## src/rtl/qpi_line_burst.sv

```systemverilog
`default_nettype none
`timescale 1ns/1ps
// ============================================================================
// Module   : qpi_line_burst
// Purpose  : Cache-line transfer engine feeding the QPI-to-SDRAM adapter.
//            Accepts one whole-line fill (read) or writeback (write) request,
//            runs a LINE_WORDS-word burst on the QPI interface, assembles
//            fill words into a line register and pulses done once the
//            adapter has gone idle again.
// Ports    : clk, rst (sync, active-low)
//            req_valid/req_ready/req_write/req_addr/req_wline : line request
//            rd_line  : assembled fill line (valid on done)
//            done     : one-cycle completion pulse
//            qpi_do_read/qpi_do_write/qpi_addr/qpi_wdata     : to adapter
//            qpi_rdata/qpi_next_word/qpi_is_idle              : from adapter
// Revision : 1.0 - initial release
// ============================================================================
module qpi_line_burst #(
  parameter int LINE_WORDS = 8,
  parameter int CNT_W      = 4
) (
  input  logic                    clk,
  input  logic                    rst,
  input  logic                    req_valid,
  output logic                    req_ready,
  input  logic                    req_write,
  input  logic [24:0]             req_addr,
  input  logic [32*LINE_WORDS-1:0] req_wline,
  output logic [32*LINE_WORDS-1:0] rd_line,
  output logic                    done,
  output logic                    qpi_do_read,
  output logic                    qpi_do_write,
  output logic [24:0]             qpi_addr,
  output logic [31:0]             qpi_wdata,
  input  logic [31:0]             qpi_rdata,
  input  logic                    qpi_next_word,
  input  logic                    qpi_is_idle
);

  localparam int IDX_W = (LINE_WORDS > 1) ? $clog2(LINE_WORDS) : 1;
  // Byte-offset bits inside a line: word index plus 2 byte-select bits.
  localparam int LOW_W = IDX_W + 2;
  localparam logic [CNT_W-1:0] C_LAST_CNT = CNT_W'(LINE_WORDS - 1);

  typedef enum logic [1:0] {
    S_IDLE  = 2'd0,
    S_BURST = 2'd1,
    S_DRAIN = 2'd2,
    S_DONE  = 2'd3
  } state_t;

  state_t                    r_state;
  state_t                    w_next;
  logic                      r_write;
  logic [24:0]               r_base;
  logic [CNT_W-1:0]          r_cnt;
  logic [32*LINE_WORDS-1:0]  r_wline;
  logic [32*LINE_WORDS-1:0]  r_rd_line;
  logic                      w_accept;
  logic                      w_ready;
  logic [IDX_W-1:0]          w_idx;
  logic                      w_unused;

  // Line-offset address bits are discarded; the burst always starts aligned.
  assign w_unused = ^req_addr[LOW_W-1:0];

  assign w_idx = r_cnt[IDX_W-1:0];

  // --------------------------------------------------------------------------
  // State register
  // --------------------------------------------------------------------------
  always_ff @(posedge clk) begin
    if (!rst) begin
      r_state <= S_IDLE;
    end else begin
      r_state <= w_next;
    end
  end

  // --------------------------------------------------------------------------
  // Next state and state-decoded outputs. do_read/do_write depend only on
  // r_state and r_write so they cannot glitch with qpi_next_word.
  // --------------------------------------------------------------------------
  always_comb begin
    w_next       = r_state;
    w_ready      = 1'b0;
    w_accept     = 1'b0;
    qpi_do_read  = 1'b0;
    qpi_do_write = 1'b0;
    done         = 1'b0;
    case (r_state)
      S_IDLE: begin
        // Held low while in reset so nothing upstream sees a false ready.
        w_ready  = qpi_is_idle & rst;
        w_accept = req_valid & w_ready;
        if (w_accept) begin
          w_next = S_BURST;
        end
      end
      S_BURST: begin
        qpi_do_write = r_write;
        qpi_do_read  = ~r_write;
        // Leaving on the last ack drops do_* next cycle, which the adapter
        // takes as the end-of-burst indication.
        if (qpi_next_word && (r_cnt == C_LAST_CNT)) begin
          w_next = S_DRAIN;
        end
      end
      S_DRAIN: begin
        if (qpi_is_idle) begin
          w_next = S_DONE;
        end
      end
      S_DONE: begin
        done   = 1'b1;
        w_next = S_IDLE;
      end
      default: begin
        w_next = S_IDLE;
      end
    endcase
  end

  assign req_ready = w_ready;

  // --------------------------------------------------------------------------
  // Datapath: request latch, word counter and fill-line assembly.
  // --------------------------------------------------------------------------
  always_ff @(posedge clk) begin
    if (!rst) begin
      r_write   <= 1'b0;
      r_base    <= '0;
      r_cnt     <= '0;
      r_wline   <= '0;
      r_rd_line <= '0;
    end else begin
      if (w_accept) begin
        r_base  <= {req_addr[24:LOW_W], {LOW_W{1'b0}}};
        r_write <= req_write;
        r_wline <= req_wline;
        r_cnt   <= '0;
      end else if ((r_state == S_BURST) && qpi_next_word) begin
        if (!r_write) begin
          r_rd_line[{w_idx, 5'd0} +: 32] <= qpi_rdata;
        end
        r_cnt <= r_cnt + 1'b1;
      end
    end
  end

  assign qpi_addr  = r_base;
  assign qpi_wdata = (r_state == S_BURST) ? r_wline[{w_idx, 5'd0} +: 32] : 32'd0;
  assign rd_line   = r_rd_line;

endmodule
`default_nettype wire
```

## config.mk

```make
export PLATFORM = sky130hd
export DESIGN_NAME = qpi_line_burst
export DESIGN_NICKNAME = d
export VERILOG_FILES = /design/src/rtl/qpi_line_burst.sv
export SDC_FILE = /design/constraint.sdc
export NUM_CORES = 1
export LEC_CHECK = 0
export ABC_AREA = 1
export CORE_AREA = 2 2 247 249
export CTS_CLUSTER_DIAMETER = 150
export DETAILED_ROUTE_END_ITERATION = 12
export DIE_AREA = 0 0 249 251
export HOLD_SLACK_MARGIN = 0.02
export PLACE_DENSITY = 0.72
export SLEW_MARGIN = 20
export SYNTH_ARGS = -nofsm -noshare
export SYNTH_HDL_FRONTEND = slang
export SYNTH_SLANG_ARGS = --single-unit
```

## constraint.sdc

```tcl
create_clock -name clk -period 3.2 [get_ports clk]
set_input_delay 0.64 -clock clk [delete_from_list [all_inputs] [get_ports clk]]
set_output_delay 0.64 -clock clk [all_outputs]
set_load 0.01 [all_outputs]
```

==> reports/metrics.csv <==
stage,metric,value,unit
timing,Fin Clk Skew,0.0316,ns
setup_path,Crit path required time,2.56,ns
setup_path,CP top delay family,buffers and inverters,
setup_path,flop2flop setup slack,0.21,ns
synth,synth top area cells,"dfxtp_1 (48%), nor2_1 (22%), o21ai_0 (9.1%)",
synth,top cell type by total area after synthesis,dfxtp_1,
synth,Synth top area share,0.483,
placed_design,routability cong.,0.851,
floorplan,core area,59800,um^2
global_routing,largest net degree at the start of global routing,217,
cells_and_area,post-route cell area,31600,um^2
timing,worst slew pin tran,1.05,ns
setup_path,worst path cell trace,inv_8 > buf_16 > nor2_1 > o211ai_1 > nand2_1 > nor2_1 > clkdlybuf4s50_1,
synth,"EDFF count, synth",0,
timing,RSZ-0062 raised after global routing,true,
worst_hold_path,hold path endpoint,r_wline[200],
route,vias per cell,4.98,
global_routing,first-pass GRT wire length,125000,um
global_routing,vias in the first global route,20800,
cells_and_area,nets,4134,
setup_path,worst reg2reg path depth,9,
placed_design,Area after DPL,29400,um^2
setup_path,R2R Path Start,r_cnt[1],
synth,"Cell Area, Synth",22300,um^2
clocking,TritonCTS clock tree,yes,
setup_path,CP endpoint kind,output pin,
synth,"Async S/R FF share, synth",0,
placed_design,pre-CTS setup slack,0.366,ns
setup_path,"Arr. time, crit path",2.53,ns
synth,Mapped Cells,3287,
synth,Cell variety after synth,29,
pwr,power density over cell area,581,nW/um^2
timing,Tcrit/Tclk final,0.991,
floorplan,die area,62500,um^2
route,Wirelength per Cell,18.3,um
synth,"Top FF cell, synth",dfxtp_1,
run_status,status,finished clean,
timing,Max Fclk,315,MHz
worst_hold_path,Hold Path Stages,2,
route,Antenna Violating Nets Remaining,0,
synth,Post-synth top cells,"nor2_1 (1309), dfxtp_1 (539), nand2_1 (485)",
setup_path,worst stage delay on the critical path,0.55,ns
setup_path,Worst Path Buf+Inv,3,
synth,Synth Warn #,0,
timing,final setup vio count,0,
placed_design,Port Buffers,625,
floorplan,num ports,636,
route,Vias,23200,
clocking,clk_lat worst skew,0.63,ns
worst_hold_path,Hold Startpoint,r_wline[200],
setup_path,CP Class,reg -> out,
setup_path,Startpoint Class,flop,
cells_and_area,layout cells sized above 1,0.0511,
timing,"Hold Violations, Final",0,
timing,relative slew slack,0.297,
clocking,H-tree depth,2,
global_routing,total grt overflow,0,
cells_and_area,area delta synth->final,41.6,%
floorplan,Starting Density,0.373,
global_routing,antenna violations before repair,25,
synth,Mean Syn Cell Area,6.79,um^2
placed_design,hpwl dp,59500,um
timing,Max Slew Vio Count,0,
clocking,root buf cell,clkbuf_16,
cells_and_area,Util after Layout,0.529,
floorplan,die height,251,um
route,starting DRC count in detailed routing,1482,
setup_path,Crit path top cell by count,nor2_1,
synth,sequential-to-total area share from yosys stat,0.483,
route,first drt pass iteration count,7,
clocking,clk slew on worst S/H paths,0.06,ns
clocking,CTS Buf Count,58,
floorplan,row count,90,
setup_path,Worst path slowest cell,clkdlybuf4s50_1,
setup_path,CP Max Fanout,64,
job,max cap viols,0,
setup_path,r2r endpoint,rd_line[89],
route,DRC viols,0,
pwr,Peak VDD IR,465,uV
global_routing,GRT Util Overall,0.258,
timing,min Tclk post-route,3.17,ns
synth,register bit total from synthesis,539,
timing,setup ws final,0.0284,ns
clocking,Sink Count,539,
pwr,Leak Pwr,12.5,nW
floorplan,die width,249,um
route,WL final,85100,um
worst_hold_path,Worst Hold Class,reg -> reg,
clocking,CTS hold repair buffers,0,
synth,top-count cell post-synth,nor2_1,
clocking,CTS Buffer Depth,3,
timing,Setup TNS Final,0,ns
[report_power, final]
part / total [W] / internal (W) / switching, W
combinational: 0.00398 / 0.00162 / 0.00236
clock: 0.00693 / 0.00404 / 0.00289
sequential: 0.00746 / 0.00720 / 0.000259
[metal layers]
| layer | vias to the layer above | share of wire | GRT usage |
|---|---|---|---|
| met5 | - | 0.0012 | 0 |
| met4 | 18 | 0.050 | 0.127 |
| met3 | 211 | 0.074 | 0.0616 |
| met2 | 906 | 0.49 | 0.456 |
| met1 | 10600 | 0.38 | 0.293 |
| li1 | 11400 | - | - |
[layout by cell type, fill, tap and decap left out, types with 25 or more instances in the layout]
master           instances
buf_12                  25
buf_4                   39
clkbuf_16               62
clkdlybuf4s50_1        593
dfxtp_1                536
inv_1                   74
nand2_1                482
nand3_1                107
nor2_1                1305
o211ai_1                32
o21ai_0                404
o22ai_1                 31
[flip-flops by register name (all words and copies together) (netlist names)]
name	flops
qpi_addr	20
r_write	1
rd_line	256
r_state	2
r_wline	256
r_cnt	4
[timing repair]
action | CTS | global route
resized for setup | 33 | 17
setup buffers | 3 | 0
pin swaps | 14 | 2
endpoints found under the setup margin | 31 | 10
gates cloned | 2 | 3
[per-stage QoR]
stage,hold WS [ns],instances,total power (W)
floorplan,0.449,3291,0.00978
global placement,0.456,4520,0.0114
detailed placement,0.466,4520,0.0115
CTS,0.480,4633,0.0184
global route,0.498,4647,0.0192
finish,0.477,4653,0.0184
[kinds of logic (layout without fill, tap and decap cells)]
logic type,Yosys count,in the layout,share of synthesized area
AO/OA/AOI/OAI,480,480,0.114
XOR/XNOR,2,2,0.000785
adder cells (fa/ha/maj),9,9,0.00504
buffers and inverters,323,886,0.0612
flip-flops,539,539,0.483
other,1,22,0.000168
AND/OR/NAND/NOR,1933,1933,0.336
[area by class of cell]
type	count	area, um^2
inverters	79	315
clock inverters	18	249
well taps	782	978
multi-input cells	2429	10200
repair buffers	699	7270
clock buffers	90	1720
diodes	17	42.5
flip-flops and latches	539	10800
fillers	5791	28200
[worst max-delay path by stage]
stage / cells after the start / from / endpoint / slack (ns)
after floorplan: 11 / r_cnt[2] / rd_line[166] / 0.66
after global routing: 7 / r_cnt[0] / qpi_wdata[29] / -0.10
after detailed placement: 7 / r_cnt[0] / qpi_wdata[21] / 0.37
final: 7 / r_cnt[0] / qpi_wdata[29] / 0.03
after global placement: 8 / r_cnt[0] / qpi_wdata[22] / 0.38
after CTS: 7 / r_cnt[0] / qpi_wdata[21] / -0.23
[worst register-to-register path, delay by kind of cell (launching register included)]
family / cells / cell delay (ns)
DFF: 1 / 0.42
and+or+nand+nor: 4 / 1.23
buffers and inverters: 3 / 0.67
adders and majority gates: 2 / 0.63
(Power assumes the default switching activity.)
